===== src/rtl/muldiv_unit.sv =====
// -----------------------------------------------------------------------------
// muldiv_unit
//   Iterative multiply/divide unit that sits beside the execute-stage ALU and
//   implements MULT, MULTU, DIV and DIVU. Results go to the architectural
//   HI/LO registers. An operation takes WIDTH+1 cycles from the start edge to
//   the one-cycle done pulse.
//
// Ports
//   clk          rising-edge clock
//   reset        synchronous, active-high; aborts any operation, clears HI/LO
//   start        request, sampled only while idle
//   op[1:0]      00 MULTU, 01 MULT, 10 DIVU, 11 DIV
//   a, b         rs / rt operands (multiplicand/dividend, multiplier/divisor)
//   hi_we/hi_in  MTHI write, honoured only while idle
//   lo_we/lo_in  MTLO write, honoured only while idle
//   busy         operation in flight (pipeline stalls on this)
//   done         one-cycle pulse; HI/LO hold the new result in this cycle
//   hi, lo       HI / LO registers (MFHI / MFLO sources)
// -----------------------------------------------------------------------------
module muldiv_unit #(
  parameter int WIDTH = 32
) (
  input  logic             clk,
  input  logic             reset,
  input  logic             start,
  input  logic [1:0]       op,
  input  logic [WIDTH-1:0] a,
  input  logic [WIDTH-1:0] b,
  input  logic             hi_we,
  input  logic             lo_we,
  input  logic [WIDTH-1:0] hi_in,
  input  logic [WIDTH-1:0] lo_in,
  output logic             busy,
  output logic             done,
  output logic [WIDTH-1:0] hi,
  output logic [WIDTH-1:0] lo
);

  localparam int CW = $clog2(WIDTH + 1);

  typedef enum logic [1:0] {
    S_IDLE,
    S_RUN,
    S_FIX
  } state_t;

  state_t             state_q, state_d;
  logic [CW-1:0]      cnt_q, cnt_d;
  logic [2*WIDTH-1:0] work_q, work_d;   // mult: product; div: {remainder, quotient}
  logic [WIDTH-1:0]   opnd_q, opnd_d;   // mult: |multiplicand|; div: |divisor|
  logic               is_div_q, is_div_d;
  logic               neg_q, neg_d;     // product / quotient must be negated
  logic               rneg_q, rneg_d;   // remainder must be negated (dividend sign)
  logic               div0_q, div0_d;
  logic [WIDTH-1:0]   hi_q, hi_d;
  logic [WIDTH-1:0]   lo_q, lo_d;
  logic               busy_q, busy_d;
  logic               done_q, done_d;

  // Operand magnitudes; only the signed ops (op[0]=1) look at the sign bits.
  logic             a_neg, b_neg;
  logic [WIDTH-1:0] a_mag, b_mag;

  assign a_neg = op[0] & a[WIDTH-1];
  assign b_neg = op[0] & b[WIDTH-1];
  assign a_mag = a_neg ? -a : a;
  assign b_mag = b_neg ? -b : b;

  // One radix-2 shift-add step: add the multiplicand into the upper half when
  // the current multiplier bit (LSB) is set, then shift the whole pair right.
  logic [WIDTH:0]     mul_sum;
  logic [2*WIDTH-1:0] mul_next;

  assign mul_sum  = {1'b0, work_q[2*WIDTH-1:WIDTH]}
                  + {1'b0, (work_q[0] ? opnd_q : {WIDTH{1'b0}})};
  assign mul_next = {mul_sum, work_q[WIDTH-1:1]};

  // One restoring-division step: shift the next dividend bit into the partial
  // remainder, subtract the divisor if it fits and shift the quotient bit in.
  // The difference always fits in WIDTH bits when the subtraction is taken,
  // so only the low WIDTH bits are formed.
  logic [WIDTH:0]     div_tmp;
  logic               div_ge;
  logic [WIDTH-1:0]   div_rem;
  logic [2*WIDTH-1:0] div_next;

  assign div_tmp  = {work_q[2*WIDTH-1:WIDTH], work_q[WIDTH-1]};
  assign div_ge   = div_tmp >= {1'b0, opnd_q};
  assign div_rem  = div_tmp[WIDTH-1:0] - opnd_q;
  assign div_next = {(div_ge ? div_rem : div_tmp[WIDTH-1:0]), work_q[WIDTH-2:0], div_ge};

  // Sign correction applied in FIX.
  logic [2*WIDTH-1:0] prod_fix;
  logic [WIDTH-1:0]   quot_fix, rem_fix;

  assign prod_fix = neg_q  ? -work_q : work_q;
  assign quot_fix = neg_q  ? -work_q[WIDTH-1:0] : work_q[WIDTH-1:0];
  assign rem_fix  = rneg_q ? -work_q[2*WIDTH-1:WIDTH] : work_q[2*WIDTH-1:WIDTH];

  always_comb begin
    // NOTE: every signal assigned here gets a default first, so no path can
    // leave one unassigned and infer a latch.
    state_d  = state_q;
    cnt_d    = cnt_q;
    work_d   = work_q;
    opnd_d   = opnd_q;
    is_div_d = is_div_q;
    neg_d    = neg_q;
    rneg_d   = rneg_q;
    div0_d   = div0_q;
    hi_d     = hi_q;
    lo_d     = lo_q;
    busy_d   = busy_q;
    done_d   = 1'b0;

    unique case (state_q)
      S_IDLE: begin
        // MTHI/MTLO land now; a start in the same cycle overwrites them at FIX.
        if (hi_we) hi_d = hi_in;
        if (lo_we) lo_d = lo_in;
        if (start) begin
          is_div_d = op[1];
          neg_d    = a_neg ^ b_neg;
          rneg_d   = a_neg;
          div0_d   = (b == {WIDTH{1'b0}});
          opnd_d   = op[1] ? b_mag : a_mag;
          work_d   = {{WIDTH{1'b0}}, (op[1] ? a_mag : b_mag)};
          cnt_d    = '0;
          busy_d   = 1'b1;
          state_d  = S_RUN;
        end
      end

      S_RUN: begin
        work_d = is_div_q ? div_next : mul_next;
        cnt_d  = cnt_q + CW'(1);
        if (cnt_q == CW'(WIDTH - 1)) begin
          cnt_d   = '0;
          state_d = S_FIX;
        end
      end

      S_FIX: begin
        if (is_div_q) begin
          // Divide by zero returns all ones; the remainder path already
          // reproduces the dividend, sign included.
          lo_d = div0_q ? {WIDTH{1'b1}} : quot_fix;
          hi_d = rem_fix;
        end else begin
          {hi_d, lo_d} = prod_fix;
        end
        busy_d  = 1'b0;
        done_d  = 1'b1;
        state_d = S_IDLE;
      end

      default: state_d = S_IDLE;
    endcase
  end

  always_ff @(posedge clk) begin
    if (reset) begin
      // NOTE: non-blocking assignments for all state so every register
      // samples the pre-edge values, independent of statement order.
      state_q  <= S_IDLE;
      cnt_q    <= '0;
      work_q   <= '0;
      opnd_q   <= '0;
      is_div_q <= 1'b0;
      neg_q    <= 1'b0;
      rneg_q   <= 1'b0;
      div0_q   <= 1'b0;
      hi_q     <= '0;
      lo_q     <= '0;
      busy_q   <= 1'b0;
      done_q   <= 1'b0;
    end else begin
      state_q  <= state_d;
      cnt_q    <= cnt_d;
      work_q   <= work_d;
      opnd_q   <= opnd_d;
      is_div_q <= is_div_d;
      neg_q    <= neg_d;
      rneg_q   <= rneg_d;
      div0_q   <= div0_d;
      hi_q     <= hi_d;
      lo_q     <= lo_d;
      busy_q   <= busy_d;
      done_q   <= done_d;
    end
  end

  assign busy = busy_q;
  assign done = done_q;
  assign hi   = hi_q;
  assign lo   = lo_q;

endmodule


===== config.mk =====
export PLATFORM = sky130hd
export DESIGN_NAME = muldiv_unit
export DESIGN_NICKNAME = d
export VERILOG_FILES = /design/src/rtl/muldiv_unit.sv
export SDC_FILE = /design/constraint.sdc
export NUM_CORES = 1
export LEC_CHECK = 0
export BUFFER_PORTS_ARGS = -buffer_cell sky130_fd_sc_hd__buf_2
export CORE_ASPECT_RATIO = 1.4
export CORE_MARGIN = 5
export CORE_UTILIZATION = 30
export CTS_CLUSTER_DIAMETER = 30
export DETAILED_ROUTE_END_ITERATION = 12
export PLACE_DENSITY = 0.52
export SYNTH_ARGS = -nofsm -noshare
export SYNTH_HDL_FRONTEND = slang
export SYNTH_SLANG_ARGS = --single-unit
export TNS_END_PERCENT = 1

===== constraint.sdc =====
create_clock -name clk -period 4.5 [get_ports clk]
set_input_delay 0.9 -clock clk [delete_from_list [all_inputs] [get_ports clk]]
set_output_delay 0.9 -clock clk [all_outputs]
set_load 0.02 [all_outputs]

## Yosys cells after proc, flatten, opt, wreduce, memory -nomap -nowiden

Cells that the tools add are included.

| storage, ports and cells | value |
|---|---|
| memories kept | 0 |
| input bits | 135 |
| bits in latches | 0 |
| logic and storage cells | 69 |
| output and inout bits | 66 |
| memory bits (writable) | 0 |
| bits in registers | 174 |
| memory bits (read-only) | 0 |

| operators by class | value |
|---|---|
| divide/modulo/power cells | 0 |
| shift operators | 0 |
| $mul | 0 |
| magnitude comparators | 1 |
| equal/unequal tests | 7 |
| add/sub/neg operators | 8 |
| bitwise logic cells | 3 |
| reduce and logical (&&, ||, !) cells | 10 |
| muxes and demuxes | 28 |

Operators by type and width:

| cell | number |
|---|---|
| 2-to-1 mux 32 bit | 13 |
| 2-to-1 mux 64 bit | 3 |
| negator 32 bit | 4 |
| one-hot mux 32 bit (2 select lines) | 2 |
| one-hot mux 64 bit (2 select lines) | 1 |
| negator 64 bit | 1 |
| adder 32 x 32 -> 33 bit | 1 |
| greater-or-equal comparator 33 x 32 -> 1 bit | 1 |
| logical NOT 32 bit | 1 |
| subtractor 32 bit | 1 |
| 2-to-1 mux 6 bit | 2 |
| one-hot mux 6 bit (2 select lines) | 1 |
| AND reduction 2 bit | 6 |
| != test 2 bit (second input constant) | 4 |
| adder 6 x 1 -> 6 bit (second input constant) | 1 |
| equality test 6 x 5 -> 1 bit (second input constant) | 1 |
| 2-to-1 mux 2 bit | 2 |
| one-hot mux 2 bit (2 select lines) | 1 |
| nonzero test 2 bit | 2 |
| AND 1 bit | 2 |
| equality test 2 x 1 -> 1 bit (second input constant) | 1 |
| equality test 2 bit (second input constant) | 1 |
| logical NOT 2 bit | 1 |
| 2-to-1 mux 1 bit | 2 |
| other kinds (2) | 2 |

## Depth between registers and ports, before layout

| depth | value |
|---|---|
| depth after elaboration | 5 |
| mapped depth | 14 |
| depth with buffers taken out | 13 |

## Worst setup path after synthesis

No wires, ideal clock.

| timing path | value |
|---|---|
| kind | input to register |
| start point | input a[5] |
| end point | register work_q[28] |
| path buffers | 0 |
| setup time | 0.132 ns |
| required time | 4.368 ns |
| path slack | 1.144 ns |
| data arrival time | 3.224 ns |
| cell stages on the path | 9 |
| path through | or4_1 or4b_1 nor3_1 nand2_1 o31ai_1 xor2_1 o22ai_1 o21ai_0 a21oi_1 |

| on the way | value |
|---|---|
| longest elaborated chain between the ends | 5 |

RTL lines:

| element | RTL line | RTL |
|---|---|---|
| from (decl) | 27 | `input logic [WIDTH-1:0] a,` |
| negator 32 bit | 66 | `assign a_mag = a_neg ? -a : a;` |
| 2-to-1 mux 32 bit | 66 |  |
| 2-to-1 mux 32 bit | 127 | `work_d = {{WIDTH{1'b0}}, (op[1] ? a_mag : b_mag)};` |
| 2-to-1 mux 64 bit | 121 | `if (start) begin` |
| one-hot mux 64 bit (2 select lines) | 116 | `unique case (state_q)` |
| to (signal assigned) | 180 | `work_q <= work_d;` |
| to (decl) | 49 | `logic [2*WIDTH-1:0] work_q, work_d;` |

Every way passes these cells. The select of a mux whose other input is x is not followed.
A chain may end at the register's enable or synchronous reset.

## Worst setup path in the final report

| timing path | value |
|---|---|
| start point | register work_q[0] |
| end point | register work_q[51] |

| on the way | value |
|---|---|
| longest elaborated chain between the ends | 4 |

RTL lines:

| element | RTL line | RTL |
|---|---|---|
| 2-to-1 mux 32 bit | 75 | `+ {1'b0, (work_q[0] ? opnd_q : {WIDTH{1'b0}})};` |
| adder 32 x 32 -> 33 bit | 75 |  |
| 2-to-1 mux 64 bit | 135 | `work_d = is_div_q ? div_next : mul_next;` |
| one-hot mux 64 bit (2 select lines) | 116 |  |

Every way passes these cells.

==> results.tsv <==
metric	value	unit
status	complete, no violations	
hold_violations	0	
power_density	303	nW/µm²
clockPowerShare	30.2	%
initial_core_util	30.2	%
place.port_buffers	200	
grt_pass1_vias	15479	
irDropWorstVdd	0.302	mV
path_class	register to register	
cpMaxStageDelayCell	a41oi_1	
p_sw_share	40.6	%
power_frac_seq	34.5	%
die_x	198	µm
first_iter_violations	1253	
wire_per_inst	21.8	µm
numCtsBuffers	17	
p_int	0.00309	W
synth-async-reset-ratio	0	%
nets	2354	
synth-edff-count	0	
firstDrtPassIters	5	
crit_fanout	12	
synth_most_common_cell	nor2_1	
hold_buffers	0	
num_rows	96	
place_congestion	0.913	
overflow	0	
cts_root_buffer	clkbuf_16	
hpwlAfterDp	47.9	mm
ioPinCount	201	
finalMaxSlewViolations	0	
ant_nets	0	
fin_crit	3.81	ns
cts_buffer_depth	2	
tns	0	ns
max_stage_delay	0.52	ns
grtUsageTotal	21.8	%
timing.hold.ws	0.453	ns
clk_latency	0.47	ns
clkSlewWorstSetupHoldPaths	0.08	ns
netlist.area_leader.share	23.6	%
synth.distinct_cells	76	
syn_area_per_cell	7.35	µm²
netlist_instances	2008	
combPwrFrac	35.3	%
fin_crit_sh	84.7	%
power_switching	0.00211	W
worstSetupEndpointType	register	
rsz0062_at_grt	no	
worstMarginPinSlew	1.00	ns
antenna_found_initial	2	
core	48900	µm²
cts_tree	done	
clock_sinks	174	
cts.htree.levels	4	
cts_resized	0	
fmax	262	MHz
cp.arrival	4.20	ns
die_area	53800	µm²
postCtsSetupBuffers	0	
grt_first_pass_wirelength	91.7	mm
synth_top_area_cell	dfxtp_1	
dieHeight	272	µm
preCtsSetupSlack	0.507	ns
synthFlopType	dfxtp_1	
synthTopCellsByCount	nor2_1 (219), nand2_1 (203), a21oi_1 (186), dfxtp_1 (174), o21ai_0 (134)	
crit_path_start_kind	register	
fin_ws	0.690	ns
hold_class	register to register	
setup_violations	0	
path_cells	inv_1, buf_4, nor2_1, ha_1, o211ai_1, a21oi_1, o311ai_0, buf_4, nand2_1, a41oi_1, o21bai_1, a221oi_1, mux2_2, o211ai_1	
drive_gt1_share	14.9	%
remaining_drc_errors	0	
yosysWarnings	0	
via_per_inst	5.62	
area_growth	16.0	%
maxCapViolations	0	
grt_max_degree	60	
vias	15728	
synth.net_count	2214	
synthTopCellsByArea	dfxtp_1 (24%), mux2i_1 (6.8%), a21oi_1 (6.3%), xnor2_1 (6.0%), ha_1 (5.8%)	
critPathRequiredTime	4.89	ns
totalWireLength	61.0	mm
p_leak	7.28	nW
relSlewSlack	32.9	%
ys_seq_area_share	23.6	%
netlist_area	14800	µm²
final.setup_skew	0.0151	ns
synth_seq_cells	174	
power.total	0.00520	W
## worst max-delay path, delay by kind of cell, from the launching register on
kind	cells	cell delay, ns
flip-flops	1	0.32
AO/OA/AOI/OAI	7	1.77
adder cells (fa/ha/maj)	1	0.34
AND/OR/NAND/NOR	2	0.13
multiplexers	1	0.37
buffers and inverters	3	0.81
## sequential cells by signal, indices dropped and copies added, names as in the netlist
name      cells
opnd_q       32
done          1
cnt_q         6
lo           32
busy          1
state_q       2
work_q       64
div0_q        1
hi           32
rneg_q        1
is_div_q      1
neg_q         1
## final timing paths
kind / slack, ns / to / cells after the start / from
setup / recovery: 0.69 / work_q[51] / 14 / work_q[0]
hold / removal: 0.45 / lo[0] / 2 / lo[0]
setup reg to reg: 0.69 / work_q[51] / 14 / work_q[0]
hold reg to reg: 0.45 / lo[0] / 2 / lo[0]
## metrics by stage
step / utilization, % / cell area [µm²] / instances
after floorplan: - / 14800 / 2008
after global placement: 33.8 / 16500 / 2766
after detailed placement: 33.8 / 16500 / 2766
after CTS: 35.0 / 17100 / 2798
after global routing: 35.0 / 17100 / 2799
final: 35.0 / 17100 / 2799
## layer usage
| layer | up-vias | routed length [µm] | GRT usage [%] | part of all wire (%) |
|---|---|---|---|---|
| met5 | - | 0 | 0 | 0 |
| met4 | 0 | 4230 | 13.6 | 6.9 |
| met3 | 138 | 2050 | 2.00 | 3.4 |
| met2 | 496 | 31400 | 39.5 | 52 |
| met1 | 7485 | 23300 | 24.2 | 38 |
| li1 | 7609 | - | - | - |
## final cells by class
cell class | instances | area, µm²
clock inverters | 15 | 185
well taps | 637 | 797
fillers | 5244 | 31800
inverters | 62 | 233
diodes | 1 | 2.50
repair buffers | 259 | 1450
flip-flops and latches | 174 | 3480
clock buffers | 17 | 425
multi-input cells | 1634 | 10600
## cell families after synthesis
family	after synthesis	share of synthesized area (%)
XOR/XNOR	174	10.3
buffers and inverters	200	5.20
adder cells (fa/ha/maj)	71	6.12
AO/OA/AOI/OAI	636	27.6
flip-flops	174	23.6
multiplexers	104	7.08
AND/OR/NAND/NOR	649	20.1
## cells in the final DEF, fill, tap and decap left out, types with 7 or more instances in the layout
cell,n
a211oi_1,52
a21o_1,35
a21oi_1,186
a22oi_1,13
a31oi_1,18
and2_1,7
and3_1,14
buf_2,199
buf_4,60
clkbuf_16,17
dfxtp_1,173
ha_1,69
inv_1,60
mux2i_1,100
nand2_1,203
nand2b_1,14
nand3_1,31
nand4_1,21
nor2_1,216
nor2b_1,13
nor3_1,52
nor4_1,19
o211ai_1,23
o21a_1,7
o21ai_0,134
o21bai_1,8
o221ai_1,32
o22ai_1,21
o31ai_1,31
o41ai_1,13
or3_1,19
xnor2_1,101
xor2_1,73
## power groups by stage
| stage | clock, W | combinational, W | sequential (W) |
|---|---|---|---|
| 2_1_floorplan | 0 | 0.00121 | 0.00181 |
| 3_3_place_gp | 0 | 0.00182 | 0.00182 |
| 3_5_place_dp | 0 | 0.00182 | 0.00183 |
| 4_1_cts | 0.00161 | 0.00183 | 0.00179 |
| 5_1_grt | 0.00167 | 0.00200 | 0.00181 |
| 6_report | 0.00157 | 0.00184 | 0.00179 |
(Power assumes the default switching activity.)
